`src/rtl/draw_player_rect.sv`:
```
// Player rectangle overlay for the VGA pixel pipeline.
// Position and endgame are latched once per frame; the sprite blinks after endgame.
package vga_pkg;
  localparam int HOR_PIXELS = 800;
  localparam int VER_PIXELS = 600;
endpackage

module draw_player_rect
  import vga_pkg::*;
#(
  parameter int          XPOS          = 64,
  parameter int          WIDTH         = 32,
  parameter int          HEIGHT        = 32,
  parameter logic [11:0] COLOR         = 12'hFF0,
  parameter logic [11:0] ENDGAME_COLOR = 12'hF00,
  parameter int          BLINK_FRAMES  = 32
) (
  input  logic        clk,
  input  logic        rst,
  input  logic [10:0] vcount_in,
  input  logic        vsync_in,
  input  logic        vblnk_in,
  input  logic [10:0] hcount_in,
  input  logic        hsync_in,
  input  logic        hblnk_in,
  input  logic [11:0] rgb_in,
  input  logic [11:0] ypos,
  input  logic        endgame,
  output logic [10:0] vcount_out,
  output logic        vsync_out,
  output logic        vblnk_out,
  output logic [10:0] hcount_out,
  output logic        hsync_out,
  output logic        hblnk_out,
  output logic [11:0] rgb_out
);

  localparam int CW = (BLINK_FRAMES > 1) ? $clog2(BLINK_FRAMES) : 1;
  localparam logic [CW-1:0] CMAX = CW'(BLINK_FRAMES - 1);
  localparam logic [11:0] YMAX = 12'(VER_PIXELS - HEIGHT);
  localparam logic [11:0] X0 = 12'(XPOS);
  localparam logic [11:0] X1 = 12'(XPOS + WIDTH - 1);
  localparam logic [11:0] YH = 12'(HEIGHT - 1);

  logic [10:0] r_vcount_s1;
  logic        r_vsync_s1;
  logic        r_vblnk_s1;
  logic [10:0] r_hcount_s1;
  logic        r_hsync_s1;
  logic        r_hblnk_s1;
  logic [11:0] r_rgb_s1;
  logic        r_hit_s1;
  logic [11:0] r_ypos_frame;
  logic        r_endgame_frame;
  logic [CW-1:0] r_cnt;
  logic        r_phase;

  logic        w_strobe;
  logic [11:0] w_ypos_clamp;
  logic [11:0] w_hc;
  logic [11:0] w_vc;
  logic [11:0] w_y1;
  logic        w_hit;
  logic [11:0] w_rgb;

  assign w_strobe     = vblnk_in & ~r_vblnk_s1;
  assign w_ypos_clamp = (ypos > YMAX) ? YMAX : ypos;
  assign w_hc         = {1'b0, hcount_in};
  assign w_vc         = {1'b0, vcount_in};
  assign w_y1         = r_ypos_frame + YH;

  assign w_hit = !hblnk_in && !vblnk_in &&
                 (w_hc >= X0) && (w_hc <= X1) &&
                 (w_vc >= r_ypos_frame) && (w_vc <= w_y1);

  // Hidden blink phase lets the background show through the sprite.
  always_comb begin
    w_rgb = r_rgb_s1;
    if (r_hit_s1) begin
      if (!r_endgame_frame)
        w_rgb = COLOR;
      else if (!r_phase)
        w_rgb = ENDGAME_COLOR;
    end
  end

  always_ff @(posedge clk) begin
    if (rst) begin
      r_vcount_s1     <= '0;
      r_vsync_s1      <= 1'b0;
      r_vblnk_s1      <= 1'b0;
      r_hcount_s1     <= '0;
      r_hsync_s1      <= 1'b0;
      r_hblnk_s1      <= 1'b0;
      r_rgb_s1        <= '0;
      r_hit_s1        <= 1'b0;
      vcount_out      <= '0;
      vsync_out       <= 1'b0;
      vblnk_out       <= 1'b0;
      hcount_out      <= '0;
      hsync_out       <= 1'b0;
      hblnk_out       <= 1'b0;
      rgb_out         <= '0;
      r_ypos_frame    <= '0;
      r_endgame_frame <= 1'b0;
      r_cnt           <= '0;
      r_phase         <= 1'b0;
    end else begin
      r_vcount_s1 <= vcount_in;
      r_vsync_s1  <= vsync_in;
      r_vblnk_s1  <= vblnk_in;
      r_hcount_s1 <= hcount_in;
      r_hsync_s1  <= hsync_in;
      r_hblnk_s1  <= hblnk_in;
      r_rgb_s1    <= rgb_in;
      r_hit_s1    <= w_hit;
      vcount_out  <= r_vcount_s1;
      vsync_out   <= r_vsync_s1;
      vblnk_out   <= r_vblnk_s1;
      hcount_out  <= r_hcount_s1;
      hsync_out   <= r_hsync_s1;
      hblnk_out   <= r_hblnk_s1;
      rgb_out     <= w_rgb;
      if (w_strobe) begin
        r_ypos_frame    <= w_ypos_clamp;
        r_endgame_frame <= endgame;
      end
      if (!r_endgame_frame) begin
        r_cnt   <= '0;
        r_phase <= 1'b0;
      end else if (w_strobe) begin
        if (r_cnt == CMAX) begin
          r_cnt   <= '0;
          r_phase <= ~r_phase;
        end else begin
          r_cnt <= r_cnt + CW'(1);
        end
      end
    end
  end

endmodule

```
`config.mk`:
```
export PLATFORM = sky130hd
export DESIGN_NAME = draw_player_rect
export DESIGN_NICKNAME = d
export VERILOG_FILES = /design/src/rtl/draw_player_rect.sv
export SDC_FILE = /design/constraint.sdc
export NUM_CORES = 1
export LEC_CHECK = 0
export ABC_CLOCK_PERIOD_IN_PS = 2400
export BUFFER_PORTS_ARGS = -buffer_cell sky130_fd_sc_hd__buf_2
export CAP_MARGIN = 0
export CORE_MARGIN = 5
export CORE_UTILIZATION = 40
export CTS_BUF_LIST = sky130_fd_sc_hd__clkbuf_4
export CTS_CLUSTER_DIAMETER = 50
export CTS_CLUSTER_SIZE = 24
export DETAILED_ROUTE_END_ITERATION = 8
export PLACE_DENSITY = 0.65
export SLEW_MARGIN = 40
export SYNTH_ARGS = -nofsm -noshare
export SYNTH_HDL_FRONTEND = slang
export SYNTH_SLANG_ARGS = --single-unit
```
`constraint.sdc`:
```
create_clock -name clk -period 2.4 [get_ports clk]
set_input_delay 0.24 -clock clk [delete_from_list [all_inputs] [get_ports clk]]
set_output_delay 0.24 -clock clk [all_outputs]
set_load 0.005 [all_outputs]
```
==> results of run 1 <==
[worst paths after layout]
kind	endpoint	cells past startpoint	slack, ns	from
max	r_hit_s1	10	0.10	r_ypos_frame[0]
min	r_rgb_s1[0]	2	0.03	rgb_in[0]
max reg2reg	r_hit_s1	10	0.10	r_ypos_frame[0]
min reg2reg	rgb_out[1]	1	0.45	r_rgb_s1[1]
[cells in the final DEF (no fill, tap or decap), types with 2 or more instances in the layout]
cell and count:
a21oi_1 14, a221oi_1 4, a22oi_1 6, a31oi_1 2, and2_1 4, and3_1 2
buf_2 90, buf_4 9, clkbuf_4 10, clkinv_4 2, dfxtp_1 92, dfxtp_2 3
dlygate4sd3_1 12, ha_1 24, inv_1 14, inv_2 2, nand2_1 14, nand2b_1 4
nand3_1 4, nand4_1 3, nor2_1 27, nor2b_1 65, nor3_1 6, nor3_4 2
nor4_1 3, o21ai_0 3, o221ai_1 2, xnor2_1 9
[registers in the layout (all words and copies together), names as in the netlist, 5 cells and up]
register and count:
hcount_out 11, r_cnt 5, r_hcount_s1 11, r_rgb_s1 12, r_vcount_s1 11, r_ypos_frame 12, rgb_out 12, vcount_out 11
[logic make-up after synthesis]
kind of cell	synth area share (%)
AND/OR/NAND/NOR	22.6
buffers and inverters	2.90
adder cells (fa/ha/maj)	8.85
XOR/XNOR	2.73
AO/OA/AOI/OAI	8.57
flip-flops	54.4
[through the flow]
stage | instances | TNS (ns) | instance area (um2) | worst slack, ns
2_1_floorplan | 342 | 0 | 3530 | 0.253
3_3_place_gp | 534 | 0 | 4120 | 0.161
3_5_place_dp | 534 | 0 | 4120 | 0.00839
4_1_cts | 562 | 0 | 4390 | 0.0182
5_1_grt | 566 | -0.0198 | 4460 | -0.0198
6_report | 566 | 0 | 4460 | 0.100
[worst register-to-register path, stage by stage, from the launching register on]
cell	delay [ns]
dfxtp_4	0.39
nor3_4	0.19
and3_4	0.22
nor2_1	0.05
nand2_1	0.13
xnor2_2	0.08
ha_1	0.31
a22o_1	0.25
nor4_2	0.15
o221ai_1	0.16
a311oi_1	0.29
[area by class of cell]
class                      instances  area [um2]
fill                             818        4220
sequential                        96        1930
multi-input combinational        219        1560
timing repair buffer             111         638
tap                              108         135
clock buffer                      10        75.1
clock inverter                     6        67.6
inverter                          16        60.1
[repair_timing]
item	in CTS	in global routing
hold buffers	12	0
gates resized for setup	2	13
endpoints found under the hold margin	12	0
pin swaps	0	6
setup buffers	0	4
endpoints found under the setup margin	1	1
[per-layer routing]
layer | global-route usage (%) | wire length, um | vias up
met1 | 16.7 | 3250 | 1185
met3 | 4.72 | 475 | 15
met4 | 5.09 | 115 | 0
li1 | - | - | 1366
met5 | 0 | 0 | -
met2 | 24.2 | 3720 | 72
[power by group]
group          internal (mW)  switching (mW)
Sequential              1.66          0.0184
Clock                  0.334           0.533
Combinational          0.164           0.161
==> results.py, run 1 <==
metrics = {
    "status": {
        "outcome": "completed",
    },
    "clocking": {
        "tritoncts": "built",
        "cts_root_buffer": "clkbuf_4",
        "clock_latency_ns": 0.42,
        "path_clk_slew_ns": 0.14,
        "cts.sinks": 96,
        "clockBufferDepth": 2,
        "h-tree-depth": 3,
        "cts_buffers": 9,
    },
    "route": {
        "first_iter_violations": 51,
        "wl_um": 7560,
        "drc": 0,
        "dr.pass1.iters": 4,
        "routed_via_density": 4.66,
        "wl_per_cell_um": 13.4,
        "vias": 2638,
        "ant_nets": 0,
    },
    "floorplan": {
        "fp-row-count": 34,
        "coreArea_um2": 8680,
        "chipHeight_um": 104,
        "fp.dieW_um": 104,
        "die-area_um2": 10800,
        "start_util_pct": 40.7,
        "ios": 91,
    },
    "global_routing": {
        "track_usage_pct": 14.2,
        "grt_start_max_net_pins": 37,
        "grt_pass1_wl_um": 12700,
        "grt_pass1_vias": 2671,
        "antenna_found_initial": 0,
        "globalRouteOverflowTotal": 0,
    },
    "critical_path": {
        "cp.required_ns": 2.73,
        "crit_path_end_kind": "register",
        "crit_family": "simple AND/OR/NAND/NOR gates",
        "cpPeakStageDelay_ns": 0.39,
        "startpoint_type": "register",
        "crit_chain": "nor3_4 > and3_4 > nor2_1 > nand2_1 > xnor2_2 > ha_1 > a22o_1 > nor4_2 > o221ai_1 > a311oi_1",
        "cp.arrival_ns": 2.63,
        "slowest_stage": "dfxtp_4",
        "crit_type": "register to register",
        "worst-path-max-fanout": 4,
        "crit_buf_inv": 0,
    },
    "synthesis": {
        "ys_seq_elements": 96,
        "synthCells": 342,
        "synth_edf_count": 0,
        "synthTopCellsByArea": "dfxtp_1, nor2b_1, ha_1, nor2_1, xnor2_1",
        "syn_nets": 420,
        "async_reset_ff_share_pct": 0,
        "ys_warn_count": 0,
        "synth_flop_cell": "dfxtp_1",
        "synth_top_area_cell": "dfxtp_1",
        "yosys.area.top_type_share_pct": 54.4,
        "synth_area_um2": 3530,
        "synth_most_common_cell": "dfxtp_1",
        "post_synth_most_frequent_cells": "dfxtp_1, nor2b_1, nor2_1",
        "synth.avg_cell_area_um2": 10.3,
        "seq_area_frac_synth_pct": 54.4,
        "ys_types": 40,
    },
    "power_and_ir_drop": {
        "vdd_ir_drop_max_mv": 0.298,
        "power.density_nw_per_um2": 644,
        "p_total_mw": 2.87,
        "p_leak_nw": 1.97,
    },
    "sta": {
        "fin_crit_sh_pct": 95.8,
        "slew_violations": 0,
        "setup_viol": 0,
        "skew_ns": 0.0100,
        "worst_slew_pin_slew_ns": 0.579,
        "relSlewSlack_pct": 60.9,
        "rsz0062_at_grt": "true",
        "clock.fmax_mhz": 435,
        "hold_ws_ns": 0.0284,
        "hold_viol": 0,
        "period_minus_slack_ns": 2.30,
    },
    "placed_design": {
        "numPortBuffers": 90,
        "hpwl_um": 5610,
        "place.gp.congestion": 0.827,
    },
    "finish": {
        "drive_above_1_share_pct": 28.4,
        "fin_nets": 531,
        "syn_to_final_growth_pct": 26.2,
        "antenna_cells": 0,
        "final_util_pct": 51.4,
    },
    "min_path": {
        "hold_path.class": "primary input to register",
    },
    "job": {
        "max_cap_viol_count": 0,
    },
}
No activity file was read; power rests on OpenSTA's default activity.
==> run 2: changes to the inputs <==
--- a/config.mk
+++ b/config.mk
@@ -5,12 +5,12 @@
 export SDC_FILE = /design/constraint.sdc
 export NUM_CORES = 1
 export LEC_CHECK = 0
+export ABC_AREA = 1
 export ABC_CLOCK_PERIOD_IN_PS = 2400
 export BUFFER_PORTS_ARGS = -buffer_cell sky130_fd_sc_hd__buf_2
 export CAP_MARGIN = 0
 export CORE_MARGIN = 5
 export CORE_UTILIZATION = 40
-export CTS_BUF_LIST = sky130_fd_sc_hd__clkbuf_4
 export CTS_CLUSTER_DIAMETER = 50
 export CTS_CLUSTER_SIZE = 24
 export DETAILED_ROUTE_END_ITERATION = 8
==> run 2 against run 1 <==
Net effect: maximum frequency up 8.4%; sequential share of layout area down 0.44 points; largest cell class unchanged; critical endpoint unchanged; critical path depth up 8; non-clock buffer count down 20; global-route usage down 1.1 points; worst hold slack better by 0.043 ns; synthesized area up 6.3%.
==> results.py, run 2 <==
metrics = {
    "global_routing": {
        "grt_pass1_wl_um": 12000,
        "globalRouteOverflowTotal": 0,
        "antenna_found_initial": 0,
        "grt_start_max_net_pins": 51,
        "track_usage_pct": 13.1,
        "grt_pass1_vias": 2733,
    },
    "synthesis": {
        "ys_types": 26,
        "synth.avg_cell_area_um2": 8.01,
        "synth_edf_count": 0,
        "synth_most_common_cell": "inv_1",
        "ys_warn_count": 0,
        "seq_area_frac_synth_pct": 51.1,
        "synth_top_area_cell": "dfxtp_1",
        "post_synth_most_frequent_cells": "inv_1, dfxtp_1, nor2_1",
        "ys_seq_elements": 96,
        "yosys.area.top_type_share_pct": 51.1,
        "synth_area_um2": 3760,
        "synthCells": 469,
        "synth_flop_cell": "dfxtp_1",
        "async_reset_ff_share_pct": 0,
        "syn_nets": 547,
        "synthTopCellsByArea": "dfxtp_1, inv_1, nor2_1, ha_1, nand2_1",
    },
    "critical_path": {
        "cp.required_ns": 2.69,
        "r2r_end": "r_hit_s1",
        "crit_path_end_kind": "register",
        "worst-path-max-fanout": 4,
        "crit_type": "register to register",
        "cp.arrival_ns": 2.41,
        "r2r_cells": 18,
        "reg2reg_from": "r_ypos_frame[0]",
        "startpoint_type": "register",
        "r2r_slack_ns": 0.28,
    },
    "clocking": {
        "cts_root_buffer": "clkbuf_8",
        "tritoncts": "built",
        "clock_latency_ns": 0.36,
        "cts_buffers": 9,
        "cts.sinks": 96,
        "cts_setup_buffers": 0,
        "clockBufferDepth": 2,
        "h-tree-depth": 3,
        "path_clk_slew_ns": 0.10,
    },
    "floorplan": {
        "fp.dieW_um": 107,
        "ios": 91,
        "chipHeight_um": 107,
        "start_util_pct": 40.9,
        "fp-row-count": 35,
        "die-area_um2": 11400,
        "coreArea_um2": 9200,
    },
    "job": {
        "max_cap_viol_count": 0,
    },
    "route": {
        "routed_via_density": 4.24,
        "drc": 0,
        "ant_nets": 0,
        "wl_um": 7070,
        "dr.pass1.iters": 4,
        "wl_per_cell_um": 10.5,
        "first_iter_violations": 82,
        "vias": 2869,
    },
    "power_and_ir_drop": {
        "p_leak_nw": 2.36,
        "power.density_nw_per_um2": 669,
        "vdd_ir_drop_max_mv": 0.306,
    },
    "finish": {
        "nFillCells": 925,
        "syn_to_final_growth_pct": 19.6,
        "ff_latch_area_um2": 1920,
        "reg_top3": "r_rgb_s1 x12, r_ypos_frame x12, rgb_out x12",
        "fin_nets": 638,
        "mostFrequentLayoutCell": "inv_1",
        "multi_input_area_um2": 1410,
        "drive_above_1_share_pct": 23.4,
        "antenna_cells": 0,
        "final_cell_mix": "inv_1, dfxtp_1, nor2_1, buf_2, nand2_1",
    },
    "placed_design": {
        "numPortBuffers": 90,
        "place.gp.congestion": 0.799,
        "hpwl_um": 5510,
    },
    "min_path": {
        "hold_end": "r_hsync_s1",
        "hold_path.class": "primary input to register",
        "holdCritStartpoint": "hsync_in",
        "min_path_cells": 3,
    },
    "sta": {
        "setup_viol": 0,
        "slew_violations": 0,
        "worst_slew_pin_slew_ns": 0.506,
        "period_minus_slack_ns": 2.12,
        "hold_ws_ns": 0.0716,
        "fin_crit_sh_pct": 88.4,
        "hold_viol": 0,
        "setup-tns-final_ns": 0,
        "clock.fmax_mhz": 472,
        "relSlewSlack_pct": 66.2,
        "rsz0062_at_grt": "false",
        "skew_ns": 0.0129,
    },
    "status": {
        "outcome": "completed",
    },
}
run 2: cell types whose count changed after synthesis, moves of 7 or more:
cell and change:
inv_1 +82, nor2_1 +68, nor2b_1 -65, nand2_1 +34, o21ai_1 +11, a21oi_1 +10, xnor2_1 -10, buf_2 +8
nand3_1 +8, o21ai_0 +7, xor2_1 +7
run 2: cell type report:
cell class | count | share of cell area, %
well taps | 111 | 3.09
clock buffers | 9 | 2.76
flip-flops and latches | 96 | 42.8
inverters | 102 | 8.52
multi-input cells | 260 | 31.4
repair buffers | 91 | 10.2
clock inverters | 7 | 1.22
run 2: worst max-delay path by stage:
stage | depth (start not counted) | start | end | slack (ns)
floorplan | 18 | r_ypos_frame[0] | r_hit_s1 | 0.41
global placement | 18 | r_ypos_frame[0] | r_hit_s1 | 0.29
detailed placement | 17 | r_ypos_frame[0] | r_hit_s1 | 0.20
CTS | 17 | r_ypos_frame[0] | r_hit_s1 | 0.18
global route | 18 | r_ypos_frame[0] | r_hit_s1 | 0.005
finish | 18 | r_ypos_frame[0] | r_hit_s1 | 0.28
run 2: repair_timing:
action / 4_1_cts / 5_1_grt
gates resized for setup: 0 / 7
setup endpoints to repair: 0 / 1
hold buffers: 0 / 0
run 2: worst max-delay path, stage by stage (launching register included):
cell and delay, ns:
dfxtp_2 0.35, inv_2 0.06, ha_1 0.21, inv_1 0.07, nor2_2 0.05, nand2_2 0.08
nand3_2 0.10, nor2_2 0.11, xor2_1 0.14, inv_1 0.06, ha_1 0.28, nand3_2 0.08
nor2_2 0.12, nand4_2 0.07, nand2_1 0.07, nor2_1 0.04, nand2_1 0.06, nand2_1 0.05
nor2_2 0.07
run 2: through the flow:
stage	power (mW)	utilization, %	worst slack (ns)	instances	instance area, um2
2_1_floorplan	1.96	-	0.406	469	3760
3_3_place_gp	2.08	46.8	0.294	660	4300
3_5_place_dp	2.09	46.8	0.200	660	4300
4_1_cts	3.05	48.7	0.178	676	4480
5_1_grt	3.20	48.9	0.00538	676	4500
6_report	3.01	48.9	0.279	676	4500
run 2: routing by layer:
metal  routed length [um]  GRT usage, %  vias to the layer above
met5                    0             0                        -
met4                  137          6.30                        0
li1                     -             -                     1588
met3                  287          2.47                       12
met2                 3540          23.6                       47
met1                 3110          15.0                     1222
run 2: report_power, final:
part	switching (mW)	internal, mW
registers	0.0260	1.67
clock network	0.564	0.387
logic	0.211	0.152
run 2: cell families (layout without fill, tap and decap cells):
family | after synthesis | count (layout) | share of synthesized area, %
flops | 96 | 96 | 51.1
xor+xnor | 8 | 8 | 1.86
buf+inv | 113 | 209 | 11.6
simple gates | 178 | 178 | 20.4
compound gates | 49 | 49 | 6.66
fa+ha+maj | 25 | 25 | 8.33
